`src/rtl/mul_div_unit.sv`:
```
// mul_div_unit: sequential RV32M/RV64M multiply/divide unit beside the ALU; build flag MUL_FAST_EN selects a single-cycle multiplier.
// Latency: out_valid XLEN+1 cycles after accept for iterative ops; 1 cycle for divide special cases (and multiplies with MUL_FAST_EN).
// Backpressure: result held in DONE until out_ready; in_ready is low outside IDLE, so requests stall and are not sampled.
module mul_div_unit #(
    parameter int XLEN = 32
) (
    input  logic            clk,
    input  logic            rst,
    input  logic            in_valid,
    output logic            in_ready,
    input  logic [2:0]      op,
    input  logic [XLEN-1:0] a,
    input  logic [XLEN-1:0] b,
    output logic            out_valid,
    input  logic            out_ready,
    output logic [XLEN-1:0] result,
    output logic            busy
);
    localparam int CW = $clog2(XLEN) + 1;
    localparam logic [XLEN-1:0] MIN_INT = {1'b1, {(XLEN-1){1'b0}}};

    typedef enum logic [1:0] {S_IDLE, S_CALC, S_DONE} state_t;

    state_t          r_state, w_state_nxt;
    logic [2:0]      r_op;
    logic            r_sa, r_sb;
    logic [XLEN-1:0] r_hi, r_lo, r_opb, r_result;
    logic [CW-1:0]   r_cnt;

    // Sign fix-up of a magnitude result. hi/lo hold the product halves, or remainder/quotient for divides.
    function automatic logic [XLEN-1:0] f_finalize(input logic [2:0] f_op, input logic f_sa,
                                                   input logic f_sb, input logic [XLEN-1:0] f_hi,
                                                   input logic [XLEN-1:0] f_lo);
        logic [2*XLEN-1:0] p;
        p = {f_hi, f_lo};
        if (f_sa ^ f_sb) p = -p;
        case (f_op)
            3'b000:  return f_lo;
            3'b100:  return (f_sa ^ f_sb) ? -f_lo : f_lo;
            3'b101:  return f_lo;
            3'b110:  return f_sa ? -f_hi : f_hi;
            3'b111:  return f_hi;
            default: return p[2*XLEN-1:XLEN];
        endcase
    endfunction

    logic            w_accept, w_is_div, w_sa, w_sb, w_special, w_direct;
    logic [XLEN-1:0] w_ma, w_mb, w_special_res, w_direct_res, w_hi_nxt, w_lo_nxt;
    logic [XLEN:0]   w_mul_sum, w_div_shift, w_div_diff;

    assign w_accept  = in_valid && (r_state == S_IDLE);
    assign w_is_div  = op[2];
    assign w_sa      = a[XLEN-1] && ((op == 3'b001) || (op == 3'b010) || (op == 3'b100) || (op == 3'b110));
    assign w_sb      = b[XLEN-1] && ((op == 3'b001) || (op == 3'b100) || (op == 3'b110));
    assign w_ma      = w_sa ? -a : a;
    assign w_mb      = w_sb ? -b : b;

    // Divide by zero and signed overflow bypass the iteration entirely.
    always_comb begin
        w_special     = 1'b0;
        w_special_res = '0;
        if (w_is_div && (b == '0)) begin
            w_special     = 1'b1;
            w_special_res = op[1] ? a : '1;
        end else if (((op == 3'b100) || (op == 3'b110)) && (a == MIN_INT) && (b == '1)) begin
            w_special     = 1'b1;
            w_special_res = op[1] ? '0 : MIN_INT;
        end
    end

`ifdef MUL_FAST_EN
    logic [2*XLEN-1:0] w_fast_prod;
    assign w_fast_prod  = {{XLEN{1'b0}}, w_ma} * {{XLEN{1'b0}}, w_mb};
    assign w_direct     = w_special || !w_is_div;
    assign w_direct_res = w_special ? w_special_res
                        : f_finalize(op, w_sa, w_sb, w_fast_prod[2*XLEN-1:XLEN], w_fast_prod[XLEN-1:0]);
`else
    assign w_direct     = w_special;
    assign w_direct_res = w_special_res;
`endif

    // One iteration step: shift-add multiply (multiplier in lo) or restoring divide (dividend shifting out of lo).
    assign w_mul_sum   = {1'b0, r_hi} + (r_lo[0] ? {1'b0, r_opb} : '0);
    assign w_div_shift = {r_hi, r_lo[XLEN-1]};
    assign w_div_diff  = w_div_shift - {1'b0, r_opb};

    // Select the next hi/lo pair for the operation in flight.
    always_comb begin
        w_hi_nxt = r_hi;
        w_lo_nxt = r_lo;
        if (r_op[2]) begin
            if (!w_div_diff[XLEN]) begin
                w_hi_nxt = w_div_diff[XLEN-1:0];
                w_lo_nxt = {r_lo[XLEN-2:0], 1'b1};
            end else begin
                w_hi_nxt = w_div_shift[XLEN-1:0];
                w_lo_nxt = {r_lo[XLEN-2:0], 1'b0};
            end
        end else begin
            {w_hi_nxt, w_lo_nxt} = {w_mul_sum, r_lo[XLEN-1:1]};
        end
    end

    // State register.
    always_ff @(posedge clk) begin
        if (rst) r_state <= S_IDLE;
        else     r_state <= w_state_nxt;
    end

    // Next-state and handshake outputs.
    always_comb begin
        w_state_nxt = r_state;
        in_ready    = 1'b0;
        out_valid   = 1'b0;
        busy        = 1'b1;
        case (r_state)
            S_IDLE: begin
                in_ready = 1'b1;
                busy     = 1'b0;
                if (w_accept) w_state_nxt = w_direct ? S_DONE : S_CALC;
            end
            S_CALC: if (r_cnt <= CW'(1)) w_state_nxt = S_DONE;
            S_DONE: begin
                out_valid = 1'b1;
                if (out_ready) w_state_nxt = S_IDLE;
            end
            default: w_state_nxt = S_IDLE;
        endcase
    end

    // Operand capture, iteration datapath and result register.
    always_ff @(posedge clk) begin
        if (rst) begin
            r_op     <= '0;
            r_sa     <= 1'b0;
            r_sb     <= 1'b0;
            r_hi     <= '0;
            r_lo     <= '0;
            r_opb    <= '0;
            r_cnt    <= '0;
            r_result <= '0;
        end else if (r_state == S_IDLE) begin
            if (w_accept) begin
                r_op  <= op;
                r_sa  <= w_sa;
                r_sb  <= w_sb;
                r_cnt <= CW'(XLEN);
                r_hi  <= '0;
                r_lo  <= w_is_div ? w_ma : w_mb;
                r_opb <= w_is_div ? w_mb : w_ma;
                if (w_direct) r_result <= w_direct_res;
            end
        end else if (r_state == S_CALC) begin
            r_hi <= w_hi_nxt;
            r_lo <= w_lo_nxt;
            if (r_cnt != '0) r_cnt <= r_cnt - CW'(1);
            if (r_cnt <= CW'(1)) r_result <= f_finalize(r_op, r_sa, r_sb, w_hi_nxt, w_lo_nxt);
        end
    end

    assign result = r_result;

endmodule
```
`config.mk`:
```
export PLATFORM = sky130hd
export DESIGN_NAME = mul_div_unit
export DESIGN_NICKNAME = d
export VERILOG_FILES = /design/src/rtl/mul_div_unit.sv
export SDC_FILE = /design/constraint.sdc
export NUM_CORES = 1
export LEC_CHECK = 0
export CAP_MARGIN = 15
export CORE_UTILIZATION = 40
export CTS_CLUSTER_SIZE = 28
export DETAILED_ROUTE_END_ITERATION = 6
export HOLD_SLACK_MARGIN = 0.06
export PLACE_DENSITY_LB_ADDON = 0.25
export SYNTH_ARGS = -nofsm -noshare
export SYNTH_HDL_FRONTEND = slang
export SYNTH_SLANG_ARGS = --single-unit
```
`constraint.sdc`:
```
create_clock -name clk -period 14.8 [get_ports clk]
set_clock_uncertainty 0.05 [all_clocks]
set_input_delay 3.7 -clock clk [delete_from_list [all_inputs] [get_ports clk]]
set_output_delay 3.7 -clock clk [all_outputs]
set_load 0.005 [all_outputs]
```
==> impl_metrics.toml <==
[sta]
slew_headroom_pct = 11.2
hold_violations = 0
clock.fmax_mhz = 122
period_needed_ns = 8.21
rsz0062_at_grt = "false"
tightest_slew_ns = 1.32
setup_tns_ns = 0
min_period_over_period_pct = 55.5
holdWs_ns = 0.413
drv_slew = 0
setup_viol = 0

[synth]
ys_types = 107
synth.yosys.seq_area_share_pct = 16.6
synth_edf_count = 0
synthCells = 2490
syn_nets = 2634
ys_ff_latch = 141
synth_xor_area_share_pct = 8.01
yosys_warnings = 0
synth_top_family_by_area = "compound AO/OA/AOI/OAI gates"
synth-async-reset-ratio_pct = 0
synthAdderAreaFrac_pct = 5.47
syn-mean-instance-area_um2 = 6.81
syn_area_mm2 = 0.0170
synthSimpleGateAreaFrac_pct = 27.0
synth_compound_area_share_pct = 33.8
synth_flop_cell = "dfxtp_1"
synth.area.mux_share_pct = 2.87

[status]
status = "finished clean"

[place]
portBuffers = 105
dp_hpwl_mm = 59.4
place.gp.congestion = 1.04
dp_cells = 2989

[hold_path]
hold_path_class = "reg -> reg"

[route]
postRouteAntennaNets = 0
via_count = 19700
dr.pass1.iters = 6
drt_iter0_drc = 2239
drc = 0
vias_per_cell = 6.51
wl_per_cell_um = 25.8
routed_wl_mm = 77.9

[clock_tree]
post_cts_resized = 0
clockBufferDepth = 2
numCtsBuffers = 17
numClockSinks = 141
worstSkewPairLatency_ns = 0.46
hold_buffers = 0
htreeDepth = 4
path_clk_slew_ns = 0.07
root_buffer = "clkbuf_16"
cts_setup_buffers = 0
cts_tree = "built"

[layout]
fin_cells = 3022
antenna_cells = 0
nNetsFinal = 2614
drive_gt1_share_pct = 6.16
fill_cells = 4319
area_growth_syn_to_layout_pct = 11.0

[global_route]
grt-ovfl-total = 0
grt_max_degree = 123
first_global_vias = 17900
antenna_found_initial = 1
grt_util_all_layers_pct = 35.1
grt_first_pass_wirelength_mm = 115

[floorplan]
die_w_um = 208
start_util_pct = 40.5
num_rows = 75
core-area_mm2 = 0.0419
die_area_mm2 = 0.0432
pin_count = 106
die_h_um = 208

[worst_setup_path]
r2r_slack_ns = 8.07
worstSetupPathType = "in -> reg"
cp-start-kind = "input port"
end_kind = "register"
critPathMaxFanout = 58
required_ns = 15.04
critPathArrivalTime_ns = 8.45

[power]
p_total_w = 0.00224
p_switching_w = 0.00113
swShare_pct = 50.5
comb_power_share_pct = 56.1
p_int_w = 0.00111
seqPwrFrac_pct = 23.1
clkPwrFrac_pct = 20.8
total_leakage_power_nw = 6.80
p_per_area_mw_per_mm2 = 119
peakVddDrop_v = 0.0000847

[job]
drv_cap = 0
[placed cells by master, fill, tap and decap left out, types with 44 or more instances in the layout]
cell and count:
clkdlybuf4s50_1 103, nor2_1 241, xnor2_1 83, xor2_1 70, nand2_1 267, a31oi_1 46, ha_1 71, o211ai_1 44
dfxtp_1 140, nor3_1 107, inv_1 69, a21oi_1 283, and2_1 52, nand3_1 72, o21ai_0 197
[synthesized netlist by cell type (all sizes together) (5+ instances only)]
| cell type | count | area [um2] |
|---|---|---|
| xnor2 | 84 | 736 |
| mux2i | 35 | 363 |
| o31ai | 24 | 199 |
| a211oi | 40 | 323 |
| nor2 | 246 | 936 |
| nand2 | 271 | 1020 |
| nand4 | 40 | 263 |
| and3 | 13 | 81.3 |
| a221oi | 6 | 52.6 |
| o21bai | 10 | 75.1 |
| or4 | 16 | 120 |
| a21oi | 288 | 1470 |
| a311o | 6 | 60.1 |
| a21boi | 8 | 60.1 |
| nor3 | 111 | 588 |
| o41ai | 16 | 181 |
| o32ai | 8 | 88.8 |
| or3 | 26 | 163 |
| clkbuf | 123 | 462 |
| o21a | 28 | 210 |
| o311ai | 6 | 52.6 |
| a2111oi | 8 | 101 |
| a31oi | 46 | 288 |
| nand2b | 20 | 125 |
| o221ai | 13 | 133 |
| a211o | 6 | 52.6 |
| nand3 | 74 | 380 |
| ha | 71 | 888 |
| a41oi | 7 | 68.8 |
| o22ai | 21 | 145 |
| a311oi | 15 | 131 |
| nor2b | 17 | 106 |
| nor4 | 25 | 186 |
| o2111ai | 5 | 43.8 |
| inv | 69 | 259 |
| and2 | 53 | 332 |
| o211ai | 45 | 343 |
| o21ai | 214 | 1070 |
| mux2 | 11 | 124 |
| xor2 | 71 | 622 |
| dfxtp | 141 | 2820 |
| or2 | 8 | 50.1 |
| buf | 57 | 327 |
| a21o | 21 | 158 |
[state kept, by name, summed over array words and instances (netlist names)]
name,count
r_lo,32
r_state,2
r_opb,32
r_sa,1
r_cnt,6
r_op,3
result,32
r_sb,1
r_hi,32
[critical path: stages]
cell	delay, ns
clkdlybuf4s50_1	0.55
or4_1	0.57
or3_1	0.38
or4_1	0.45
nor3_1	0.34
nand2_1	0.14
nor2_1	0.25
nand2_1	0.14
o21a_1	0.31
a211oi_4	0.25
buf_4	0.49
nand2_1	0.24
a2111oi_0	0.50
nor3_1	0.10
[kinds of logic after synthesis]
family | count (synthesis)
simple gates | 941
compound gates | 884
buf+inv | 250
xor+xnor | 155
flops | 141
fa+ha+maj | 73
mux | 46
[routing by layer]
layer	GRT usage, %	vias up	wire (um)
met5	0	-	0
li1	-	9128	-
met3	4.59	151	6760
met2	56.1	1012	34700
met4	17.0	0	3940
met1	46.6	9369	32500
[final timing paths]
check         endpoint  cells past startpoint      from
max          result[7]                     14      a[3]
min            r_lo[0]                      2   r_lo[0]
max reg2reg  result[6]                     22  r_lo[31]
min reg2reg    r_lo[0]                      2   r_lo[0]
[power groups by stage]
stage / clock network, W / logic [W] / registers [W]
floorplan: 0 / 0.000830 / 0.000480
global placement: 0 / 0.00121 / 0.000520
detailed placement: 0 / 0.00122 / 0.000520
global route: 0.000481 / 0.00134 / 0.000523
finish: 0.000467 / 0.00126 / 0.000518
CTS: 0.000467 / 0.00122 / 0.000512
[through the flow]
| step | worst slack (ns) | area (um2) | utilization (%) |
|---|---|---|---|
| final | 6.59 | 18800 | 45.0 |
| after CTS | 6.66 | 18800 | 44.9 |
| after global routing | 6.27 | 18800 | 45.0 |
| after detailed placement | 6.19 | 18200 | 43.5 |
| after floorplan | 7.76 | 17000 | - |
| after global placement | 6.48 | 18200 | 43.5 |
[area by class of cell]
class	instances	area, um2	area share [%]
Clock buffer	20	467	2.48
Clock inverter	12	134	0.711
Inverter	70	263	1.40
Multi-Input combinational cell	2099	13100	69.8
Sequential cell	141	2830	15.0
Tap cell	539	674	3.58
Timing Repair Buffer	141	1320	7.02
(Power assumes the default switching activity.)
